File: src/rtl/crypto_key_vault.sv
// Multi-slot key store with per-slot sticky lock, masked provisioning readback,
// an unmasked engine key port and a one-slot-per-cycle zeroize sweep.
module crypto_key_vault #(
    parameter int KEY_W  = 16,
    parameter int DEPTH  = 8,
    parameter int ADDR_W = 3
) (
    input  logic              clk,
    input  logic              resetn,
    input  logic              wr_en,
    input  logic [ADDR_W-1:0] wr_addr,
    input  logic [KEY_W-1:0]  wr_data,
    input  logic              lock_en,
    input  logic [ADDR_W-1:0] lock_addr,
    input  logic              rd_en,
    input  logic [ADDR_W-1:0] rd_addr,
    output logic [KEY_W-1:0]  rd_data,
    output logic              rd_valid,
    input  logic [ADDR_W-1:0] eng_sel,
    output logic [KEY_W-1:0]  eng_key,
    input  logic              zeroize_req,
    output logic              busy,
    output logic [DEPTH-1:0]  slot_valid,
    output logic [DEPTH-1:0]  slot_locked,
    output logic              err
);
    localparam int                IDX_W    = (DEPTH > 1) ? $clog2(DEPTH) : 1;
    localparam logic [ADDR_W:0]   DEPTH_C  = (ADDR_W + 1)'(DEPTH);
    localparam logic [IDX_W-1:0]  LAST_IDX = IDX_W'(DEPTH - 1);
    localparam logic [KEY_W-1:0]  KEY_ZERO = {KEY_W{1'b0}};

    typedef enum logic [0:0] {
        ST_IDLE = 1'b0,
        ST_ZERO = 1'b1
    } state_t;

    state_t             state_r, state_nx_s;
    logic [IDX_W-1:0]   idx_r;
    logic [KEY_W-1:0]   mem_r [DEPTH];
    logic [DEPTH-1:0]   valid_r, locked_r;
    logic [KEY_W-1:0]   rd_data_r, eng_key_r;
    logic               rd_valid_r, err_r;

    logic               idle_s, wr_in_s, lock_in_s, rd_in_s, eng_in_s;
    logic [IDX_W-1:0]   wr_idx_s, lock_idx_s, rd_idx_s, eng_idx_s;
    logic               wr_ok_s, lock_ok_s, rd_ok_s, err_s;
    logic [KEY_W-1:0]   rd_word_s, eng_word_s;

    // Request qualification; a zeroize request in IDLE pre-empts everything else.
    always_comb begin
        idle_s     = (state_r == ST_IDLE) && !zeroize_req;
        wr_in_s    = ({1'b0, wr_addr} < DEPTH_C);
        lock_in_s  = ({1'b0, lock_addr} < DEPTH_C);
        rd_in_s    = ({1'b0, rd_addr} < DEPTH_C);
        eng_in_s   = ({1'b0, eng_sel} < DEPTH_C);
        wr_idx_s   = wr_addr[IDX_W-1:0];
        lock_idx_s = lock_addr[IDX_W-1:0];
        rd_idx_s   = rd_addr[IDX_W-1:0];
        eng_idx_s  = eng_sel[IDX_W-1:0];
        wr_ok_s    = idle_s && wr_en && wr_in_s && !locked_r[wr_idx_s];
        lock_ok_s  = idle_s && lock_en && lock_in_s;
        rd_ok_s    = idle_s && rd_en;
        err_s      = idle_s && ((wr_en && !(wr_in_s && !locked_r[wr_idx_s])) ||
                                (lock_en && !lock_in_s));
        if (rd_in_s && valid_r[rd_idx_s] && !locked_r[rd_idx_s]) begin
            rd_word_s = mem_r[rd_idx_s];
        end else begin
            rd_word_s = KEY_ZERO;
        end
        if (eng_in_s && valid_r[eng_idx_s]) begin
            eng_word_s = mem_r[eng_idx_s];
        end else begin
            eng_word_s = KEY_ZERO;
        end
    end

    // Next-state logic: the sweep leaves ZERO after clearing the last slot.
    always_comb begin
        state_nx_s = state_r;
        case (state_r)
            ST_IDLE: begin
                if (zeroize_req) begin
                    state_nx_s = ST_ZERO;
                end else begin
                    state_nx_s = ST_IDLE;
                end
            end
            ST_ZERO: begin
                if (idx_r == LAST_IDX) begin
                    state_nx_s = ST_IDLE;
                end else begin
                    state_nx_s = ST_ZERO;
                end
            end
            default: state_nx_s = ST_IDLE;
        endcase
    end

    // State register and sweep index (index rests at 0 outside the sweep).
    always_ff @(posedge clk or negedge resetn) begin
        if (!resetn) begin
            state_r <= ST_IDLE;
            idx_r   <= {IDX_W{1'b0}};
        end else begin
            state_r <= state_nx_s;
            if (state_r == ST_ZERO) begin
                idx_r <= idx_r + IDX_W'(1);
            end else begin
                idx_r <= {IDX_W{1'b0}};
            end
        end
    end

    // Key storage with valid and sticky lock flags.
    always_ff @(posedge clk or negedge resetn) begin
        if (!resetn) begin
            for (int i = 0; i < DEPTH; i++) begin
                mem_r[i] <= KEY_ZERO;
            end
            valid_r  <= {DEPTH{1'b0}};
            locked_r <= {DEPTH{1'b0}};
        end else if (state_r == ST_ZERO) begin
            mem_r[idx_r]    <= KEY_ZERO;
            valid_r[idx_r]  <= 1'b0;
            locked_r[idx_r] <= 1'b0;
        end else begin
            if (wr_ok_s) begin
                mem_r[wr_idx_s]   <= wr_data;
                valid_r[wr_idx_s] <= 1'b1;
            end
            if (lock_ok_s) begin
                locked_r[lock_idx_s] <= 1'b1;
            end
        end
    end

    // Registered outputs; the engine key is forced to zero around the sweep
    // so no stale key survives into the first idle cycle.
    always_ff @(posedge clk or negedge resetn) begin
        if (!resetn) begin
            rd_data_r  <= KEY_ZERO;
            rd_valid_r <= 1'b0;
            eng_key_r  <= KEY_ZERO;
            err_r      <= 1'b0;
        end else begin
            rd_valid_r <= rd_ok_s;
            err_r      <= err_s;
            if (rd_ok_s) begin
                rd_data_r <= rd_word_s;
            end
            if ((state_r == ST_ZERO) || (state_nx_s == ST_ZERO)) begin
                eng_key_r <= KEY_ZERO;
            end else begin
                eng_key_r <= eng_word_s;
            end
        end
    end

    assign rd_data     = rd_data_r;
    assign rd_valid    = rd_valid_r;
    assign eng_key     = eng_key_r;
    assign err         = err_r;
    assign busy        = (state_r == ST_ZERO);
    assign slot_valid  = valid_r;
    assign slot_locked = locked_r;
endmodule

File: config.mk
export PLATFORM = sky130hd
export DESIGN_NAME = crypto_key_vault
export DESIGN_NICKNAME = d
export VERILOG_FILES = /design/src/rtl/crypto_key_vault.sv
export SDC_FILE = /design/constraint.sdc
export NUM_CORES = 1
export LEC_CHECK = 0
export ABC_CLOCK_PERIOD_IN_PS = 2600
export CORE_UTILIZATION = 40
export CTS_BUF_LIST = sky130_fd_sc_hd__clkbuf_2
export DETAILED_ROUTE_END_ITERATION = 16
export PLACE_DENSITY_LB_ADDON = 0.08
export SLEW_MARGIN = 20
export SYNTH_ARGS = -nofsm -noshare
export SYNTH_HDL_FRONTEND = slang
export SYNTH_SLANG_ARGS = --single-unit
File: constraint.sdc
create_clock -name clk -period 2.6 [get_ports clk]
set_input_delay 0.26 -clock clk [delete_from_list [all_inputs] [get_ports clk]]
set_output_delay 0.26 -clock clk [all_outputs]
set_load 0.05 [all_outputs]
==> impl_results.md, run 1 <==
* Status: finished clean
* Max incr delay on CP at 0.86 ns
* Worst hold start: lock_addr[2]
* Syn nets at 1002
* Period utilization at 94.66%
* Switching Share at 45.51%
* Count of final hold-check violations at 0
* Power per cell area at 902.3 nW/um^2
* Syn. warnings at 0
* Routed WL at 31540 um
* Proportion of layout cells with a drive suffix above 1 at 12.39%
* Global placement routability congestion at 0.7797
* Main synth FF type: dfrtp_1
* Vias in the first global route at 7745
* Chip height at 160.6 um
* Int Power at 5.722 mW
* Drc violations at 0
* Hpwl dp at 20160 um
* Layout Nets at 1056
* Crit path launch: slot_locked[6]
* Worst setup EP type: output port
* RSZ-0062 raised after global routing: false
* RR Startpoint: busy
* Max-slew headroom at 36.19%
* Tot Pwr at 10.50 mW
* Antenna violations before repair at 1
* Static Leak at 5.497 nW
* Fill cells at 2344
* CTS Sinks at 182
* Cells after Synth at 966
* Port buffer count at 84
* CP delay by family, top: buffers and inverters
* Slowest CP cell: clkdlybuf4s50_1
* HP Class: in -> reg
* Total Routing Usage GR at 25.35%
* Final setup viols at 0
* Yosys top cell by area: dfrtp_1
* Fmax at 406.3 MHz
* Worst Path Max Fanout at 6
* Remaining antenna violation count at 0
* Via count at 7928
* Max Cap Viol at 0
* Rows at 57
* Slew Limit Fails at 0
* Top cell type's share of synthesized area at 45.25%
* Total Neg Setup Slack at 0 ns
* CTS buffer count at 17
* CTS clk-pin slew, worst paths at 0.31 ns
* DR vias/cell at 5.838
* Total gr overflow at 0
* Mapped Avg Cell Area at 10.42 um^2
* Post-CTS Setup Bufs at 0
* DIE AREA at 25800 um^2
* Root buf cell: clkbuf_2
* Max clock buf depth at 2
* WS Path Type: reg -> out
* DRT Pass-1 Iters at 5
* Power share of the clock group at 14.6%
* Area of the core at 24530 um^2
* Initial core utilization at 41.02%
* Routing usage on met2 at 39.10%
* H-tree levels at 4
* WP data arrival at 2.20 ns
* Top post-synthesis cells by area: dfrtp_1, mux2i_1, mux4_2, nand2_1, o22ai_1
* M3 GR Usage at 4.210%
* Peak supply drop at 548.6 uV
* Initial drt markers at 576
* Placed cell count at 1321
* Synthesized area at 10060 um^2
* WL/cell at 23.23 um
* Largest net degree at the start of global routing at 94
* Seq/Total Area, Yosys at 45.25%
* Grt peak-use layer: met2
* Critical Path RT at 2.34 ns
* Skew final at 0.05753 ns
* Switch Pwr at 4.779 mW
* Ports at 85
* Synthesis-to-finish area growth at 15.64%
* Hold_ws at 0.1894 ns
* Critical Path, Cell by Cell: clkdlybuf4s50_1
* Asr flop ratio synth at 100.0%
* Number of synthesized flops with an enable pin at 0
* Logic gate share of total power at 42.9%
* Met1 usage at 37.00%
* Register share of total power at 42.5%
* Fin crit period at 2.461 ns
* Worst slew pin tran at 0.9572 ns
* Die X at 160.6 um
* Distinct cell type count after synthesis at 45
* First-pass GRT wire length at 48790 um
* CTS tree: built
* CP Buf/Inv Count at 1
* Clk_lat worst skew at 0.78 ns
* Flip-flop and latch count after synthesis at 182
* Finished Layout Cells at 1358
* Startpoint types: register
==> power by group through the flow <==
stage / Combinational (mW) / Clock [mW] / Sequential [mW]
CTS: 4.51 / 1.58 / 4.45
finish: 4.50 / 1.54 / 4.46
floorplan: 2.47 / 0 / 4.81
detailed placement: 4.50 / 0 / 4.52
global route: 4.89 / 1.70 / 4.59
global placement: 4.43 / 0 / 4.48
==> layout make-up <==
class / count / area [um^2] / area share (%)
antenna: 1 / 2.502 / 0.02150
multi-input combinational: 678 / 5086 / 43.70
clock inverter: 15 / 157.7 / 1.355
inverter: 9 / 33.78 / 0.2903
sequential: 182 / 4558 / 39.16
clock buffer: 17 / 85.08 / 0.7310
tap: 324 / 405.4 / 3.483
timing repair buffer: 132 / 1310 / 11.26
==> placed cells by master (no fill, tap or decap), drive strengths merged, types with 3 or more instances in the layout <==
master	instances
dfrtp	182
mux2i	177
nand2	167
clkdlybuf4s50	79
o21ai	53
o22ai	51
buf	48
a21oi	46
mux4	36
a22oi	32
nor2	30
clkbuf	18
inv	17
o2bb2ai	16
o31ai	16
nor2b	7
nand3b	5
clkinv	5
and2	4
nand2b	4
a21o	3
dlygate4sd3	3
==> state kept, by name, indices dropped and copies added (netlist names) <==
signal / cells
busy: 1
eng_key: 16
err: 1
idx_r: 3
mem_r: 128
rd_data: 16
rd_valid: 1
slot_locked: 8
slot_valid: 8
==> per-stage QoR <==
step / setup WS [ns] / util, % / instance area (um^2)
3_5_place_dp: 0.2150 / 46.20 / 11330
2_1_floorplan: 0.4151 / - / 10060
5_1_grt: 0.009249 / 47.44 / 11640
3_3_place_gp: 0.1909 / 46.19 / 11330
4_1_cts: 0.05470 / 47.34 / 11610
6_report: 0.1390 / 47.44 / 11640
==> timing repair <==
| action | in CTS | in global routing |
|---|---|---|
| endpoints found under the hold margin | 182 | 52 |
| gates resized for setup | 0 | 1 |
| hold buffers | 2 | 2 |
| endpoints found under the setup margin | 0 | 1 |
==> logic make-up (layout without fill, tap and decap cells) <==
logic type                 Yosys count  in the layout  share of synthesized area [%]
and+or+nand+nor                    236            236                          10.16
AOI/OAI and AO/OA                  226            226                          14.02
muxes                              214            214                          25.77
DFF                                182            182                          45.25
buffers and inverters              106            173                          4.550
adders and majority gates            2              2                         0.2486
other                                0              1                              0
==> layer usage <==
metal  part of all wire (%)  up-vias
met5                      0        -
met4                    1.5        0
met3                    5.7       41
met2                     45      246
met1                     48     4016
li1                       -     3625
==> synthesized netlist by cell type, types with 3 or more instances <==
cell	n
nor2b_1	7
mux2i_1	177
a21oi_1	46
o22ai_1	51
mux4_2	36
inv_1	9
dfrtp_1	182
a22oi_1	32
nand2b_1	4
o21ai_0	52
o2bb2ai_1	16
and2_1	4
nor2_1	30
nand2_1	167
buf_2	20
a21o_1	3
clkbuf_1	72
nand3b_1	5
o31ai_1	16
==> final timing paths <==
kind                       slack, ns  cells after the start              to
max                             0.14                      1  slot_locked[6]
min                             0.19                      3  slot_locked[6]
max reg2reg                     0.45                      5      mem_r[125]
min reg2reg                     0.51                      2      rd_data[4]
max in group asynchronous       1.69                      4      mem_r[103]
min in group asynchronous       0.60                      4  slot_locked[7]
==> worst min-delay path, cell delays in order <==
cell,delay (ns)
clkdlybuf4s50_1,0.46
a31oi_1,0.20
nor2_1,0.06
No activity file was read; power rests on OpenSTA's default activity.
==> run 2, diff against run 1 <==
Settings changed: SKIP_LAST_GASP from default to 1.
==> results of run 2 <==
Final layout, timing and power as in run 1 (identical DEF).
==> run 3, diff against run 2 <==
Settings changed: GPL_ROUTABILITY_DRIVEN from default to 0.
==> results of run 3 <==
Final layout, timing and power as in run 1 (identical DEF).
==> patch: new RTL, settings of run 1 <==
`ADDR_W`: 3 -> 4.
--- a/src/rtl/crypto_key_vault.sv
+++ b/src/rtl/crypto_key_vault.sv
@@ -3,7 +3,7 @@
 module crypto_key_vault #(
     parameter int KEY_W  = 16,
     parameter int DEPTH  = 8,
-    parameter int ADDR_W = 3
+    parameter int ADDR_W = 4
 ) (
     input  logic              clk,
     input  logic              resetn,
Interface: changed (resized eng_sel, lock_addr, rd_addr and wr_addr); port bits go from 85 to 89. The function was not compared with the original's and may differ.
==> patch against run 1 <==
The run now ends with design-rule violations left; wire length fell by 12%; setup slack got worse by 3.8 ps; critical endpoint is now slot_locked[2]; synthesized cell count fell by 17%; sequential cell count did not move; cell area fell by 9.3%; first-iteration DRC count fell by 20%; core utilization rose by 0.65 points; global-route usage fell by 0.81 points; area after synthesis fell by 11%.
Power is not compared: it rests on default switching activity, and its combinational part moved more than twofold at a synthesized area within 25%.
==> patch: results (changes against run 1) <==
stage,metric,value,unit,change
logic_synthesis,register area share after synthesis,0.506,,was 0.453
placement,# port buffers,88,,was 84
logic_synthesis,Mapped Cells,799,,was 966
placement,area post-placement,10300,sq um,"was 11,300 sq um"
clock_network,"Hold-fix buffers, CTS",1,,was 2
global_route,largest net degree at the start of global routing,62,,was 94
logic_synthesis,Main synth FF type,dfrtp_1,,unchanged
final_layout,layout cells sized above 1,0.128,,was 0.124
clock_network,clock slew at the register clock pins of the worst setup and hold paths,270,ps,was 310 ps
logic_synthesis,ranking of synthesized cells by area,"dfrtp_1 51%, mux2i_1 9.3%, mux4_2 9.0%",,"was dfrtp_1 45%, mux2i_1 18%, mux4_2 8.1%"
final_layout,fin nets,924,,"was 1,056"
logic_synthesis,Synth top area share,0.506,,was 0.453
min_path,Hold Path End,err,,was slot_locked[6]
drt,TritonRoute pass-1 iters,11,,was 5
drt,final WL,27.6,mm,was 31.5 mm
status,violated checks,design-rule violations,,
drt,Detailed Route Iter0 Violations,460,,was 576
clock_network,clock buffer depth,2,,unchanged
placement,Placed Cells,1143,,"was 1,321"
drt,vias per inst,5.95,,was 5.84
sta,clock skew,40.3,ps,was 57.5 ps
global_route,initial antenna violation count,2,,was 1
sta,Worst Max-Slew Pin Slew,917,ps,was 957 ps
min_path,worst min-delay path startpoint,zeroize_req,,was lock_addr[2]
setup_path,R2R cell count,5,,unchanged
logic_synthesis,Post-synth top cells,"182 x dfrtp_1, 84 x mux2i_1, 77 x nand2_1, 72 x nand3_1, 72 x o21ai_0",,"was 182 x dfrtp_1, 177 x mux2i_1, 167 x nand2_1, 72 x clkbuf_1, 52 x o21ai_0"
logic_synthesis,count of cell types in the netlist,44,,was 45
setup_path,CP Max Fanout,5,,was 6
global_route,first-pass GRT wire length,42.5,mm,was 48.8 mm
global_route,total track usage,0.245,,was 0.253
status,status,"complete, but fails checks",,"was complete, no violations"
clock_network,post_cts resized,0,,unchanged
drt,number of remaining DRC errors,8,,was 0
global_route,vias in the first global route,7100,,"was 7,745"
placement,routability cong.,0.823,,was 0.780
logic_synthesis,Syn Nets,839,,"was 1,002"
min_path,hold path depth,2,,was 3
clock_network,worst skew pair latency,740,ps,was 780 ps
sta,worst hold slack,133,ps,was 189 ps
placement,placed wire-length estimate,17.8,mm,was 20.2 mm
setup_path,R2R Setup Slk,410,ps,was 450 ps
final_layout,Final Non-Filler Cells,1177,,"was 1,358"
setup_path,Reg2Reg Capture Point,mem_r[70],,was mem_r[125]
patch: cell types whose count changed after synthesis, moves of 43 or more:
cell and change:
a22o_1 +48, nand2_1 -90, mux2i_1 -93, nand3_1 +71, o22ai_1 -51, a21oi_1 -43
patch: worst max path at each step:
| stage | from | endpoint | slack, ps | cells after the start |
|---|---|---|---|---|
| after floorplan | busy | mem_r[23] | 300 | 7 |
| after global placement | zeroize_req | mem_r[24] | 290 | 6 |
| after detailed placement | zeroize_req | mem_r[75] | 250 | 6 |
| after CTS | slot_locked[2] | slot_locked[2] | 100 | 1 |
| after global routing | slot_locked[2] | slot_locked[2] | 20 | 1 |
| final | slot_locked[2] | slot_locked[2] | 140 | 1 |
patch: layout make-up:
cell class / count / area, sq um
Antenna cell: 1 / 2.50
Sequential cell: 182 / 4550
Timing Repair Buffer: 130 / 1240
Multi-Input combinational cell: 529 / 4080
Inverter: 24 / 90.1
Fill cell: 1972 / 11400
Tap cell: 280 / 350
Clock inverter: 13 / 158
Clock buffer: 18 / 90.1
patch: power breakdown:
group / leakage, uW / total (uW) / internal (uW) / switching [uW]
clock: 0.000145 / 1540 / 532 / 1000
combinational: 0.00204 / 2140 / 763 / 1380
sequential: 0.00252 / 3490 / 3150 / 347
total: 0.00470 / 7170 / 4440 / 2730
patch: per-stage QoR:
stage,setup slack [ps],total power (uW)
after global routing,16.7,7530
after global placement,295,5610
after detailed placement,252,5660
after floorplan,301,4730
after CTS,102,7190
final,135,7170
patch: cells by family after synthesis:
kind of cell / share of synthesized area
multiplexers: 0.183
buffers and inverters: 0.0427
flip-flops: 0.506
AO/OA/AOI/OAI: 0.152
adder cells (fa/ha/maj): 0.00278
AND/OR/NAND/NOR: 0.114
patch: routing by layer:
metal / GRT usage / wire [um] / share of wire
met1: 0.342 / 12600 / 0.46
met2: 0.395 / 13100 / 0.47
met3: 0.0473 / 1590 / 0.058
met4: 0.0598 / 321 / 0.012
met5: 0 / 13 / 0.00047
